[config.mk]
export PLATFORM = sky130hd
export DESIGN_NAME = keypad_emulator
export DESIGN_NICKNAME = d
export VERILOG_FILES = /design/src/rtl/keypad_pkg.sv /design/src/rtl/lfsr16.sv /design/src/rtl/keypad_emulator.sv
export SDC_FILE = /design/constraint.sdc
export NUM_CORES = 1
export LEC_CHECK = 0
export BUFFER_PORTS_ARGS = -buffer_cell sky130_fd_sc_hd__buf_2
export CAP_MARGIN = 20
export CELL_PAD_IN_SITES_DETAIL_PLACEMENT = 0
export CELL_PAD_IN_SITES_GLOBAL_PLACEMENT = 2
export CORE_MARGIN = 2
export CORE_UTILIZATION = 41
export CTS_CLUSTER_DIAMETER = 150
export CTS_CLUSTER_SIZE = 28
export DETAILED_ROUTE_END_ITERATION = 10
export GPL_TIMING_DRIVEN = 1
export MAX_ROUTING_LAYER = met4
export PLACE_DENSITY = 0.95
export SYNTH_ARGS = -nofsm -noshare
export SYNTH_HDL_FRONTEND = slang
export SYNTH_SLANG_ARGS = --single-unit
export TNS_END_PERCENT = 50
[constraint.sdc]
create_clock -name clk -period 6.85 [get_ports clk]
set_clock_uncertainty 0.15 [all_clocks]
set_input_delay 0.685 -clock clk [delete_from_list [all_inputs] [get_ports clk]]
set_output_delay 0.685 -clock clk [all_outputs]
set_load 0.01 [all_outputs]
[src/rtl/keypad_pkg.sv]
// Shared types and constants for the 4x4 keypad emulator.
// Imported by the emulator top and its chatter LFSR.
package keypad_pkg;

    typedef enum logic [2:0] {
        IDLE,
        BOUNCE_IN,
        HOLD,
        BOUNCE_OUT,
        GAP
    } emu_state_t;

    typedef struct packed {
        logic [1:0] row;
        logic [1:0] col;
    } key_pos_t;

    // Fibonacci taps 16,14,13,11 on a left-shifting register
    localparam logic [15:0] LFSR_TAPS = 16'hB400;

    function automatic int max3(input int a, input int b, input int c);
        int m;
        m = (a > b) ? a : b;
        return (m > c) ? m : c;
    endfunction

endpackage

[src/rtl/lfsr16.sv]
// Free-running 16-bit Fibonacci LFSR used as the contact-chatter source.
// Also reused by the scanner bench for random stimulus.
module lfsr16
    import keypad_pkg::*;
#(
    parameter logic [15:0] SEED = 16'hACE1
) (
    input  logic        clk,
    input  logic        reset,
    output logic [15:0] q
);

    always_ff @(posedge clk or negedge reset) begin
        if (!reset) begin
            q <= SEED;
        end else begin
            q <= {q[14:0], ^(q & LFSR_TAPS)};
        end
    end

endmodule

[src/rtl/keypad_emulator.sv]
// 4x4 matrix-keypad responder: closes one row/column crosspoint per command,
// with LFSR chatter on press and release and a guaranteed open gap afterwards.
module keypad_emulator
    import keypad_pkg::*;
#(
    parameter int          HOLD_W        = 24,
    parameter int          BOUNCE_CYCLES = 48000,
    parameter int          GAP_CYCLES    = 48000,
    parameter logic [15:0] LFSR_SEED     = 16'hACE1
) (
    input  logic              clk,
    input  logic              reset,
    input  logic              press_valid,
    output logic              press_ready,
    input  logic [3:0]        press_key,
    input  logic [HOLD_W-1:0] hold_cycles,
    input  logic [3:0]        rows,
    output logic [3:0]        cols,
    output logic              busy,
    output logic              done
);

    localparam int CW = max3($clog2(BOUNCE_CYCLES + 1),
                             $clog2(GAP_CYCLES + 1), HOLD_W);
    localparam bit NO_BOUNCE = (BOUNCE_CYCLES == 0);
    localparam logic [CW-1:0] B_LAST = CW'(BOUNCE_CYCLES - 1);
    localparam logic [CW-1:0] G_LAST = CW'(GAP_CYCLES - 1);

    emu_state_t        state_q, state_d;
    logic [CW-1:0]     cnt_q, cnt_d;
    logic              contact_q, contact_d;
    logic              done_q, done_d;
    key_pos_t          key_q, key_d;
    logic [HOLD_W-1:0] hold_q, hold_d;
    logic [HOLD_W-1:0] hold_last;
    logic [15:0]       lfsr_q;
    logic              unused_lfsr;

    lfsr16 #(
        .SEED (LFSR_SEED)
    ) u_lfsr (
        .clk   (clk),
        .reset (reset),
        .q     (lfsr_q)
    );

    assign unused_lfsr = ^lfsr_q[15:1];

    // A zero hold is stretched to a single clean-closed cycle
    assign hold_last = (hold_q == '0) ? '0 : hold_q - HOLD_W'(1);

    assign press_ready = (state_q == IDLE);
    assign busy        = (state_q != IDLE);
    assign done        = done_q;
    assign cols        = contact_q ? ({3'b0, rows[key_q.row]} << key_q.col)
                                   : 4'b0;

    always_ff @(posedge clk or negedge reset) begin
        if (!reset) begin
            state_q   <= IDLE;
            cnt_q     <= '0;
            contact_q <= 1'b0;
            done_q    <= 1'b0;
            key_q     <= '0;
            hold_q    <= '0;
        end else begin
            state_q   <= state_d;
            cnt_q     <= cnt_d;
            contact_q <= contact_d;
            done_q    <= done_d;
            key_q     <= key_d;
            hold_q    <= hold_d;
        end
    end

    always_comb begin
        state_d   = state_q;
        cnt_d     = cnt_q;
        contact_d = contact_q;
        done_d    = 1'b0;
        key_d     = key_q;
        hold_d    = hold_q;
        unique case (state_q)
            IDLE: begin
                contact_d = 1'b0;
                if (press_valid) begin
                    key_d  = key_pos_t'(press_key);
                    hold_d = hold_cycles;
                    cnt_d  = '0;
                    if (NO_BOUNCE) begin
                        state_d   = HOLD;
                        contact_d = 1'b1;
                    end else begin
                        state_d   = BOUNCE_IN;
                        contact_d = lfsr_q[0];
                    end
                end
            end
            BOUNCE_IN: begin
                cnt_d     = cnt_q + CW'(1);
                contact_d = lfsr_q[0];
                if (cnt_q == B_LAST) begin
                    cnt_d     = '0;
                    contact_d = 1'b1;
                    state_d   = HOLD;
                end
            end
            HOLD: begin
                cnt_d     = cnt_q + CW'(1);
                contact_d = 1'b1;
                if (cnt_q == CW'(hold_last)) begin
                    cnt_d = '0;
                    if (NO_BOUNCE) begin
                        state_d   = GAP;
                        contact_d = 1'b0;
                    end else begin
                        state_d   = BOUNCE_OUT;
                        contact_d = lfsr_q[0];
                    end
                end
            end
            BOUNCE_OUT: begin
                cnt_d     = cnt_q + CW'(1);
                contact_d = lfsr_q[0];
                if (cnt_q == B_LAST) begin
                    cnt_d     = '0;
                    contact_d = 1'b0;
                    state_d   = GAP;
                end
            end
            GAP: begin
                cnt_d     = cnt_q + CW'(1);
                contact_d = 1'b0;
                if (cnt_q == G_LAST) begin
                    cnt_d   = '0;
                    state_d = IDLE;
                    done_d  = 1'b1;
                end
            end
            default: begin
                state_d   = IDLE;
                cnt_d     = '0;
                contact_d = 1'b0;
            end
        endcase
    end

endmodule

Yosys cells after proc, flatten, opt, wreduce, memory -nomap -nowiden

Index checks and enable logic that the tools add are counted.

$add $sub $neg: 2
Order comparisons: 1
Eq/ne operators: 11
Shift-type cells: 1
Multiplexer cells: 21
Reduce and logical (&&, ||, !) cells: 7

Operator list:

| cell                                               | count |
|---|---|
| 2-to-1 mux 24 bit                                  | 4 |
| one-hot mux 24 bit (3 select lines)                | 1 |
| adder 24 x 1 -> 24 bit, second input constant      | 1 |
| == test 24 x 16 -> 1 bit, second input constant    | 1 |
| == test 24 bit                                     | 1 |
| logical NOT 24 bit                                 | 1 |
| subtractor 24 x 1 -> 24 bit, second input constant | 1 |
| parity 16 bit                                      | 1 |
| 2-to-1 mux 3 bit                                   | 5 |
| one-hot mux 3 bit (5 select lines)                 | 1 |
| inequality test 2 bit, second input constant       | 5 |
| 2-to-1 mux 1 bit                                   | 7 |
| == test 3 x 2 -> 1 bit, second input constant      | 2 |
| AND reduction 5 bit                                | 1 |
| 2-to-1 mux 4 bit                                   | 1 |
| one-hot mux 1 bit (4 select lines)                 | 1 |
| << shifter 1 x 2 -> 4 bit                          | 1 |
| == test 3 x 1 -> 1 bit, second input constant      | 1 |
| == test 3 bit, second input constant               | 1 |
| logical NOT 3 bit                                  | 1 |
| < comparator 2 x 3 -> 1 bit, second input constant | 1 |
| nonzero test 3 bit                                 | 1 |
| OR reduction 3 bit                                 | 1 |
| binary-select mux 1 bit (select 2 bit)             | 1 |
| AND reduction 2 bit                                | 1 |

Register bits: 73
Input bits: 35
Output and inout port bits: 7

Logic depth before layout (Yosys ltp)

Gate-level depths: netlist (run 1).

Word-level depth: 5
Depth in mapped cells: 14
Mapped depth without buffers: 11

Cells and area by module

Synthesis (run 1) repeated with hierarchy kept, for this count alone.

Cells, all modules: 472
Area, all modules: 4,488.1 µm²

Modules (own cells, without submodules):

| module          | times used | cells an instance | area an instance (µm²) | seq. area each (µm²) |
|---|---|---|---|---|
| keypad_emulator | 1          | 453               | 4,051.4                | 1,426.4 |
| lfsr16          | 1          | 19                | 436.7                  | 410.4 |

Least setup slack after synthesis (run 1)

No wires, ideal clock.

Kind: reg-to-reg
Start point: register hold_q[19]
End point: register cnt_q[22]
Library setup time: 128 ps
Arrival time: 3,057 ps
Required time: 6,572 ps
Slack: 3,514 ps
Stages on the path, launching flop included: 14
Period minus slack after synthesis: 3,336 ps
Path through: dfrtp_1 -> buf_6 -> or4_4 -> or3_1 -> buf_6 -> nor2_8 -> nor4_1 -> or4b_1 -> nor4_2 -> nand4_1 -> buf_6 -> buf_6 -> a31oi_1 -> o22ai_1

Word-level cells in the longest chain between the ends: 5

RTL lines:

| element                                                           | line                   | source |
|---|---|---|
| start, declared                                                   | keypad_emulator.sv:34  | `logic [HOLD_W-1:0] hold_q, hold_d;` |
| start signal, assigned                                            | keypad_emulator.sv:72  | `hold_q <= hold_d;` |
| subtractor 24 x 1 -> 24 bit or logical NOT 24 bit (tied branches) | keypad_emulator.sv:50  | `assign hold_last = (hold_q == '0) ? '0 : hold_q - HOLD_W'(1);` |
| 2-to-1 mux 24 bit (*)                                             | keypad_emulator.sv:50  |  |
| == test 24 bit (*)                                                | keypad_emulator.sv:111 | `if (cnt_q == CW'(hold_last)) begin` |
| 2-to-1 mux 24 bit (*)                                             | keypad_emulator.sv:111 |  |
| one-hot mux 24 bit (3 select lines) (*)                           | keypad_emulator.sv:83  | `unique case (state_q)` |
| end signal, assigned                                              | keypad_emulator.sv:68  | `cnt_q <= cnt_d;` |
| end, declared                                                     | keypad_emulator.sv:30  | `logic [CW-1:0] cnt_q, cnt_d;` |

Mark *: on every way between the ends. The rest lies on a longest branch, timed or not.
A chain may end at the register's enable or synchronous reset.

Final worst setup path (run 1)

Start point: register hold_q[0]
End point: register state_q[0]

Word-level cells in the longest chain between the ends: 5

RTL lines:

| element                                                           | line                   | source |
|---|---|---|
| subtractor 24 x 1 -> 24 bit or logical NOT 24 bit (tied branches) | keypad_emulator.sv:50  |  |
| 2-to-1 mux 24 bit (*)                                             | keypad_emulator.sv:50  |  |
| == test 24 bit (*)                                                | keypad_emulator.sv:111 |  |
| inequality test 2 bit (no source line) (*)                        | -                      |  |
| AND reduction 5 bit (no source line) (*)                          | -                      |  |
| end signal, assigned                                              | keypad_emulator.sv:67  | `state_q <= state_d;` |
| end, declared                                                     | keypad_emulator.sv:29  | `emu_state_t state_q, state_d;` |

Marked as above.

==> results.cfg, run 1 <==
[power]
vdd_drop_max_v = 0.000214
leakage_nw = 2.03
powerDensity_mw_per_mm2 = 354

[setup_path]
crit_arrival_ns = 4.41
r2r_setup_slack_ns = 2.53
reg2regPathDepth = 13
cp_max_fo = 29
critPathLaunchType = register
cp.required_ns = 6.93
cp-end-kind = register
crit_start = hold_q[0]$_DFFE_PN0P_
regToRegStartpoint = hold_q[0]$_DFFE_PN0P_
worstReg2RegEnd = state_q[0]$_DFFE_PN0P_
crit_type = reg2reg

[hold_path]
holdCritStartpoint = u_lfsr.q[8]$_DFF_PN0_
min_to = u_lfsr.q[9]$_DFF_PN0_
hold_path_depth = 0
hp-class = reg2reg

[sta]
tightestPinTransition_ns = 0.922
fin_crit_ns = 4.32
finalSetupTns_ns = 0
drv_slew = 0
fmax_mhz = 231
rsz0062_at_grt = no
setup_viol = 0
timing.final.crit_share_pct = 63.1
slew-limit-headroom_pct = 38.6
hold_violations = 0

[logic_synthesis]
synth.area.top_cells = dfrtp_1 (34%), mux2_2 (5.6%), dfstp_2 (4.4%), nand2_1 (3.1%), nand3_1 (3.1%)
synthArstFlopShare_pct = 100
synth_edf_count = 0
synth_nets = 571
synth_seq_cells = 73
yosys.area.top_type_share_pct = 33.7
syn_area_mm2 = 0.00482
synth_ff_type = dfrtp_1
ys_seq_area_share_pct = 38.1
syn_inst = 534
ys_warn_count = 0
yosysUniqueCellTypes = 69
syn_area_per_cell_um2 = 9.03
yosys.area.top_type = dfrtp_1

[placement]
port_buffers = 41
hpwl_um = 9740
routabilityCongestion = 0.983
dp.cells = 678

[route]
dr_total_vias = 4230
drt_iter0_drc = 340
via_per_inst = 6.10
drc = 0
finalWirelength_um = 13400
post_drt_wl_per_cell_um = 19.3
drtPass1Iterations = 5
ant_nets = 0

[clock_network]
cts.sinks = 73
clk_latency_ns = 0.35
cts_tree = yes
postCtsResizedCells = 0
ctsHtreeMaxLevel = 3
cts.clk_slew.worst_paths_ns = 0.07
cts_max_path_buffers = 2
cts_hold_buf = 0
post-cts-setup-buffer-count = 0
cts_buffers = 9
cts-root-buf = clkbuf_16

[floorplan]
start_util_pct = 42.0
ios = 42
die_h_um = 112
die_w_um = 112
design.core.area_mm2 = 0.0115
dieArea_mm2 = 0.0126
rows = 39

[final_layout]
area_delta_synth_final_pct = 10.2
n_antenna_cell = 0
final_cell_mix = dfrtp_1 (65), buf_2 (41), nand2_1 (40), nand3_1 (30), o21ai_0 (29)
final_common_cell = dfrtp_1
num-nets-final = 583
drive_above_1_share_pct = 19.6
final_cells = 694

[global_route]
grt_pass1_wl_um = 22100
antenna_found_initial = 0
grt_use_total_pct = 22.9
grt_pass1_vias = 4049
grt_max_degree = 74
overflow = 0

[flow_run]
drv_cap = 0

[outcome]
status = finished, final reports clean
## registers in the layout, indices dropped and copies added (netlist names)
register,flops
cnt_q,24
u_lfsr.q,16
contact_q,1
done,1
state_q,3
hold_q,24
key_q,4
## cell type report
type / instances / area (um^2)
inverters: 23 / 86.3
flip-flops and latches: 73 / 1840
repair buffers: 47 / 250
multi-input cells: 392 / 2670
well taps: 143 / 179
clock buffers: 9 / 225
fillers: 1116 / 6160
clock inverters: 7 / 61.3
## power breakdown
group	total [mW]	internal (mW)	switching, mW
Sequential	0.719	0.525	0.193
Combinational	0.698	0.314	0.384
Clock	0.462	0.253	0.209
Total	1.88	1.09	0.786
## per-stage QoR
| step | cell area, um^2 | power (mW) | utilization [%] | hold slack, ns | setup WS [ns] |
|---|---|---|---|---|---|
| detailed placement | 5020 | 1.41 | 43.8 | 0.188 | 2.61 |
| finish | 5310 | 1.88 | 46.3 | 0.203 | 2.53 |
| global route | 5310 | 2.01 | 46.3 | 0.212 | 2.18 |
| floorplan | 4820 | 1.24 | - | 0.181 | 3.51 |
| global placement | 5020 | 1.41 | 43.8 | 0.187 | 2.67 |
| CTS | 5310 | 1.88 | 46.3 | 0.206 | 2.59 |
## metal layers
layer	wire [um]	up-vias	track usage, %
met3	838	27	5.56
met2	6200	148	34.6
met1	5990	2030	30.0
li1	-	2025	-
met5	0	-	-
met4	371	0	8.54
## synth_stat cells, drive strengths merged, types with 15 or more instances
cell type and n:
a31oi 16, nor2 30, nor4 18, nand2 40, nand4 21, clkbuf 33
mux2 24, dfrtp 65, nand3 30, xnor2 15, o21ai 30, inv 23
## worst max-delay path by stage
stage | endpoint | slack, ns | cells after the start
global route | state_q[0]$_DFFE_PN0P_ | 2.18 | 13
detailed placement | state_q[0]$_DFFE_PN0P_ | 2.61 | 13
floorplan | cnt_q[22]$_DFFE_PN0P_ | 3.51 | 13
CTS | state_q[0]$_DFFE_PN0P_ | 2.59 | 13
finish | state_q[0]$_DFFE_PN0P_ | 2.53 | 13
global placement | state_q[0]$_DFFE_PN0P_ | 2.67 | 13
## cell families (layout without fill, tap and decap cells)
family	count (synthesis)	count (layout)	synth area share [%]
xor gates and xnor gates	26	26	5.01
adders and majority gates	2	2	0.519
buffers and inverters	69	86	6.62
AOI/OAI and AO/OA	113	113	16.1
muxes	35	35	8.15
DFF	73	73	38.1
and+or+nand+nor	216	216	25.5
## critical path, cell delays in order (launching register included)
cell and delay, ns:
dfrtp_1 0.39, inv_1 0.13, ha_1 0.26, nor4b_1 0.36, nand4_1 0.14, buf_4 0.24, o311a_1 0.38, a311o_1 0.31
or4b_1 0.50, nor4_2 0.22, nand4_1 0.12, buf_4 0.26, nand2_1 0.37, mux2_2 0.38
(Power assumes the default switching activity.)
==> run 2: changes to the inputs <==
--- a/config.mk
+++ b/config.mk
@@ -10,13 +10,13 @@
 export CELL_PAD_IN_SITES_DETAIL_PLACEMENT = 0
 export CELL_PAD_IN_SITES_GLOBAL_PLACEMENT = 2
 export CORE_MARGIN = 2
-export CORE_UTILIZATION = 41
+export CORE_UTILIZATION = 34
 export CTS_CLUSTER_DIAMETER = 150
 export CTS_CLUSTER_SIZE = 28
 export DETAILED_ROUTE_END_ITERATION = 10
 export GPL_TIMING_DRIVEN = 1
 export MAX_ROUTING_LAYER = met4
-export PLACE_DENSITY = 0.95
+export PLACE_DENSITY = 0.89
 export SYNTH_ARGS = -nofsm -noshare
 export SYNTH_HDL_FRONTEND = slang
 export SYNTH_SLANG_ARGS = --single-unit
==> constraint.sdc (replaced) <==
create_clock -name clk -period 3.7 [get_ports clk]
set_clock_uncertainty 0.15 [all_clocks]
set_input_delay 0.37 -clock clk [delete_from_list [all_inputs] [get_ports clk]]
set_output_delay 0.37 -clock clk [all_outputs]
set_load 0.01 [all_outputs]
==> run 2 against run 1 <==
Effect of this change: power is 95% higher; first-iteration DRC count down 21%; die area up 20%; cell count increased by 9.5%; combinational power increased by 130%; cell area is 5.8% higher; sequential share of layout area decreased by 1.9 points; count of clock-buffer cells in the layout unchanged; non-clock buffer count is 29 higher.
==> results.cfg, run 2 (synthesized netlist as in run 1, its figures left out) <==
[final_layout]
final_common_cell = dfrtp_1
stdcell_area_mm2 = 0.00562
drive_above_1_share_pct = 24.8
largestRegisters = cnt_q: 24 flops, hold_q: 24 flops, u_lfsr.q: 16 flops
final_cell_mix = dfrtp_1 (65), buf_2 (41), nand2_1 (40), buf_4 (33), nand3_1 (30)
final_cells = 760
final_util_pct = 40.5
n_antenna_cell = 0
num-nets-final = 612
area_delta_synth_final_pct = 16.6

[setup_path]
cp-end-kind = register
reg2regPathDepth = 10
crit_start = hold_q[4]$_DFFE_PN0P_
cp.required_ns = 3.78
critPathLaunchType = register
worstReg2RegEnd = cnt_q[4]$_DFFE_PN0P_
crit_arrival_ns = 3.67
crit_type = reg2reg
crit_path_end = cnt_q[4]$_DFFE_PN0P_
r2r_setup_slack_ns = 0.11
cp_max_fo = 28
regToRegStartpoint = hold_q[4]$_DFFE_PN0P_

[clock_network]
ctsHtreeMaxLevel = 3
cts_max_path_buffers = 2
clk_latency_ns = 0.35
cts.sinks = 73
cts_tree = yes
cts-root-buf = clkbuf_16
cts.clk_slew.worst_paths_ns = 0.07
cts_buffers = 9

[power]
intPower_mw = 2.16
powerDensity_mw_per_mm2 = 653
leakage_nw = 2.18
vdd_drop_max_v = 0.000260
p_total_mw = 3.67
swShare_pct = 41.1
p_seq_share_pct = 33.9
p_comb_share_pct = 43.0
power_switching_mw = 1.51
pwr-share-clk_pct = 23.1

[route]
ant_nets = 0
post_drt_wl_per_cell_um = 18.3
via_per_inst = 5.77
finalWirelength_um = 13900
drtPass1Iterations = 4
drt_iter0_drc = 268
drc = 0
dr_total_vias = 4385

[flow_run]
drv_cap = 0

[sta]
drv_slew = 0
tightestPinTransition_ns = 0.640
fin_crit_ns = 3.59
timing.final.crit_share_pct = 96.9
finalSetupTns_ns = 0
slew-limit-headroom_pct = 57.3
fin_ws_ns = 0.113
fmax_mhz = 279
hold_slack_ns = 0.0761
hold_violations = 0
setup_viol = 0
rsz0062_at_grt = no

[placement]
port_buffers = 41
pre_cts_slack_ns = 0.0590
hpwl_um = 10200
dp.cells = 741
routabilityCongestion = 0.953
place_area_mm2 = 0.00526

[global_route]
antenna_found_initial = 0
overflow = 0
grt_use_total_pct = 19.7
grt_max_degree = 52
grt_pass1_vias = 4160
grt_pass1_wl_um = 22200

[floorplan]
design.core.area_mm2 = 0.0139
start_util_pct = 34.7
die_h_um = 123
die_w_um = 123
dieArea_mm2 = 0.0151
rows = 43
ios = 42

[outcome]
status = finished, final reports clean

[hold_path]
hp-class = in2reg
==> run 2: cell count changes in the layout (fill, tap and decap cells not counted), sizes merged <==
cell	change
buf	+28
dlygate4sd3	+1
==> run 2: how the worst min path moves through the flow <==
stage                                 from                endpoint  slack (ns)  depth (start not counted)
finish                     hold_cycles[23]  hold_q[23]$_DFFE_PN0P_        0.08                          3
global route                hold_cycles[1]   hold_q[1]$_DFFE_PN0P_        0.08                          3
CTS                         hold_cycles[0]   hold_q[0]$_DFFE_PN0P_        0.07                          3
detailed placement   u_lfsr.q[3]$_DFF_PN0_   u_lfsr.q[4]$_DFF_PN0_        0.19                          0
global placement    u_lfsr.q[14]$_DFF_PN0_  u_lfsr.q[15]$_DFF_PN1_        0.19                          0
floorplan                            reset    cnt_q[0]$_DFFE_PN0P_       -0.08                          0
==> run 2: timing repair <==
item / in CTS / in global routing
hold endpoints to repair: 22 / 0
hold buffers: 1 / 0
endpoints found under the setup margin: 0 / 19
gates resized for setup: 0 / 10
setup buffers: 0 / 2
==> run 2: per-layer routing <==
metal  global-route usage (%)  up-vias  wire length, um
met4                     7.60        0              296
met1                     25.5     2172             6390
li1                         -     2077                -
met3                     4.20       20              720
met2                     30.3      116             6510
met5                        -        -                0
==> run 2: power by group through the flow <==
stage / registers [mW] / logic (mW) / clock network [mW]
after global routing: 1.28 / 1.71 / 0.905
final: 1.24 / 1.58 / 0.845
after global placement: 1.24 / 1.51 / 0
after floorplan: 1.12 / 1.18 / 0
after detailed placement: 1.25 / 1.52 / 0
after CTS: 1.24 / 1.53 / 0.865
==> run 2: area by class of cell <==
| cell class | instances | area [um^2] |
|---|---|---|
| clock inverter | 7 | 58.8 |
| sequential | 73 | 1840 |
| multi-input combinational | 392 | 2710 |
| timing repair buffer | 76 | 474 |
| fill | 1412 | 8260 |
| tap | 180 | 225 |
| inverter | 23 | 86.3 |
| clock buffer | 9 | 225 |
==> run 2: worst max-delay path, stage by stage, from the launching register on <==
cell and delay [ns]:
dfrtp_1 0.47, or4_4 0.63, or3_1 0.51, o21a_1 0.21, o21ai_1 0.28, a41oi_1 0.19, a211oi_2 0.30, nand4_1 0.19
buf_6 0.23, a31oi_1 0.20, o22ai_1 0.11
==> run 3: changes to the inputs <==
==> constraint.sdc (replaced) <==
create_clock -name clk -period 3.09 [get_ports clk]
set_clock_uncertainty 0.15 [all_clocks]
set_input_delay 0.309 -clock clk [delete_from_list [all_inputs] [get_ports clk]]
set_output_delay 0.309 -clock clk [all_outputs]
set_load 0.01 [all_outputs]
==> run 3 against run 2 <==
Effect of this change: the run now ends with negative setup slack left; wire length up 6.8%; cell area is 12% higher; fmax is 1.0% higher; power up 34%; first-iteration DRC count increased by 38%; utilization up 5.0 points; clock power rose by 21%; largest power group unchanged.
==> results.cfg, run 3 (synthesized netlist as in run 1, its figures left out) <==
[outcome]
status = complete, but fails checks
violations = negative setup slack

[placement]
port_buffers = 41
dp.cells = 809
hpwl_um = 10900
routabilityCongestion = 0.964
place_area_mm2 = 0.00577

[sta]
slew-limit-headroom_pct = 36.9
setup_viol = 26
hold_slack_ns = 0.0131
drv_slew = 0
fmax_mhz = 282
fin_crit_ns = 3.55
timing.final.crit_share_pct = 115
rsz0062_at_grt = yes
fin_ws_ns = -0.461
tightestPinTransition_ns = 0.947
hold_violations = 0

[global_route]
grt_max_degree = 74
grt_pass1_vias = 4627
grt_use_total_pct = 21.1
antenna_found_initial = 0
grt_pass1_wl_um = 23900
overflow = 0

[floorplan]
design.core.area_mm2 = 0.0139
die_w_um = 123
dieArea_mm2 = 0.0151
ios = 42
die_h_um = 123
rows = 43
start_util_pct = 34.7

[power]
vdd_drop_max_v = 0.000448
p_total_mw = 4.93
leakage_nw = 2.57
powerDensity_mw_per_mm2 = 780

[setup_path]
crit_buf_inv = 4
cp-end-kind = register
crit_type = reg2reg
critPathTopFamily = simple AND/OR/NAND/NOR gates
crit_slowest_cell = or4b_4
cp_max_fo = 14
slowest_delay_ns = 0.51
cp.required_ns = 3.17
critPathLaunchType = register
path_cells = inv_2, ha_4, nor4b_4, buf_4, nand4_1, o311a_1, a311o_1, or4b_4, nor4_4, nand4_1, buf_6, clkbuf_16, a31oi_1, o21ai_1
crit_start = hold_q[0]$_DFFE_PN0P_
regToRegStartpoint = hold_q[0]$_DFFE_PN0P_
crit_arrival_ns = 3.63
crit_top_cell = nand4_1

[final_layout]
final_cell_mix = buf_4 (100), dfrtp_1 (65), buf_2 (41), nand2_1 (39), nand3_1 (30)
final_common_cell = buf_4
largestRegisters = cnt_q: 24 flops, hold_q: 24 flops, u_lfsr.q: 16 flops
n_antenna_cell = 0
final_cells = 830
area_delta_synth_final_pct = 31.0
n_fill_cell = 1330
drive_above_1_share_pct = 34.9
stdcell_area_mm2 = 0.00631
num-nets-final = 682

[clock_network]
cts.sinks = 73
clk_latency_ns = 0.35
cts-root-buf = clkbuf_16
cts_max_path_buffers = 2
cts.clk_slew.worst_paths_ns = 0.06
ctsHtreeMaxLevel = 3
cts_buffers = 9
cts_tree = yes

[route]
drtPass1Iterations = 5
drc = 0
dr_total_vias = 4661
ant_nets = 0
finalWirelength_um = 14900
via_per_inst = 5.62
drt_iter0_drc = 371
post_drt_wl_per_cell_um = 17.9

[hold_path]
holdCritStartpoint = hold_cycles[23]
hp-class = in2reg

[flow_run]
drv_cap = 0
run 3: cell types whose count changed in the layout (fill, tap and decap cells not counted), sizes merged:
cell and delta:
dlygate4sd3 -1, buf +69, clkbuf +2, clkinv +2, inv -2
run 3: worst paths after layout:
| kind | slack [ns] | cells past startpoint | endpoint |
|---|---|---|---|
| worst max-delay path | -0.46 | 14 | cnt_q[10]$_DFFE_PN0P_ |
| worst min-delay path | 0.01 | 3 | hold_q[23]$_DFFE_PN0P_ |
| worst max register to register | -0.46 | 14 | cnt_q[10]$_DFFE_PN0P_ |
| worst min register to register | 0.20 | 0 | u_lfsr.q[15]$_DFF_PN1_ |
| max in group asynchronous | 2.14 | 2 | cnt_q[10]$_DFFE_PN0P_ |
| min in group asynchronous | 0.04 | 2 | key_q[3]$_DFFE_PN0P_ |
run 3: layer usage:
layer	track usage, %	vias up	share of wire [%]
li1	-	2214	-
met2	33.7	140	48
met4	6.75	0	2.0
met1	26.4	2284	44
met5	-	-	0
met3	5.07	23	5.8
run 3: worst reg2reg max path, stage by stage (launching register included):
cell and delay [ns]:
dfrtp_1 0.40, inv_2 0.08, ha_4 0.13, nor4b_4 0.18, buf_4 0.15, nand4_1 0.14, o311a_1 0.42, a311o_1 0.28
or4b_4 0.51, nor4_4 0.26, nand4_1 0.13, buf_6 0.17, clkbuf_16 0.18, a31oi_1 0.19, o21ai_1 0.08
run 3: what timing repair did:
action / in CTS / in global routing
setup endpoints to repair: 26 / 26
setup buffers: 0 / 3
pin swaps: 1 / 7
hold buffers: 0 / 0
resized for setup: 7 / 28
cloned: 0 / 2
run 3: power breakdown:
part	switching [mW]	internal, mW	total [mW]	leakage, nW
Sequential	0.230	1.17	1.40	0.925
Clock	0.459	0.560	1.02	0.136
Combinational	1.26	1.25	2.51	1.51
run 3: metrics by stage:
stage	worst slack [ns]	setup TNS, ns	util [%]
finish	-0.461	-10.44	45.5
CTS	-0.414	-9.30	44.0
detailed placement	-0.486	-11.02	41.6
floorplan	-0.245	-4.60	-
global route	-0.589	-14.23	45.5
global placement	-0.446	-9.40	41.6
run 3: layout make-up:
class,count,area (um^2),share of cell area (%)
timing repair buffer,146,1050,16.6
sequential,73,1840,29.1
multi-input combinational,392,2830,44.8
clock buffer,9,225,3.57
clock inverter,7,63.8,1.01
tap,180,225,3.57
inverter,23,86.3,1.37
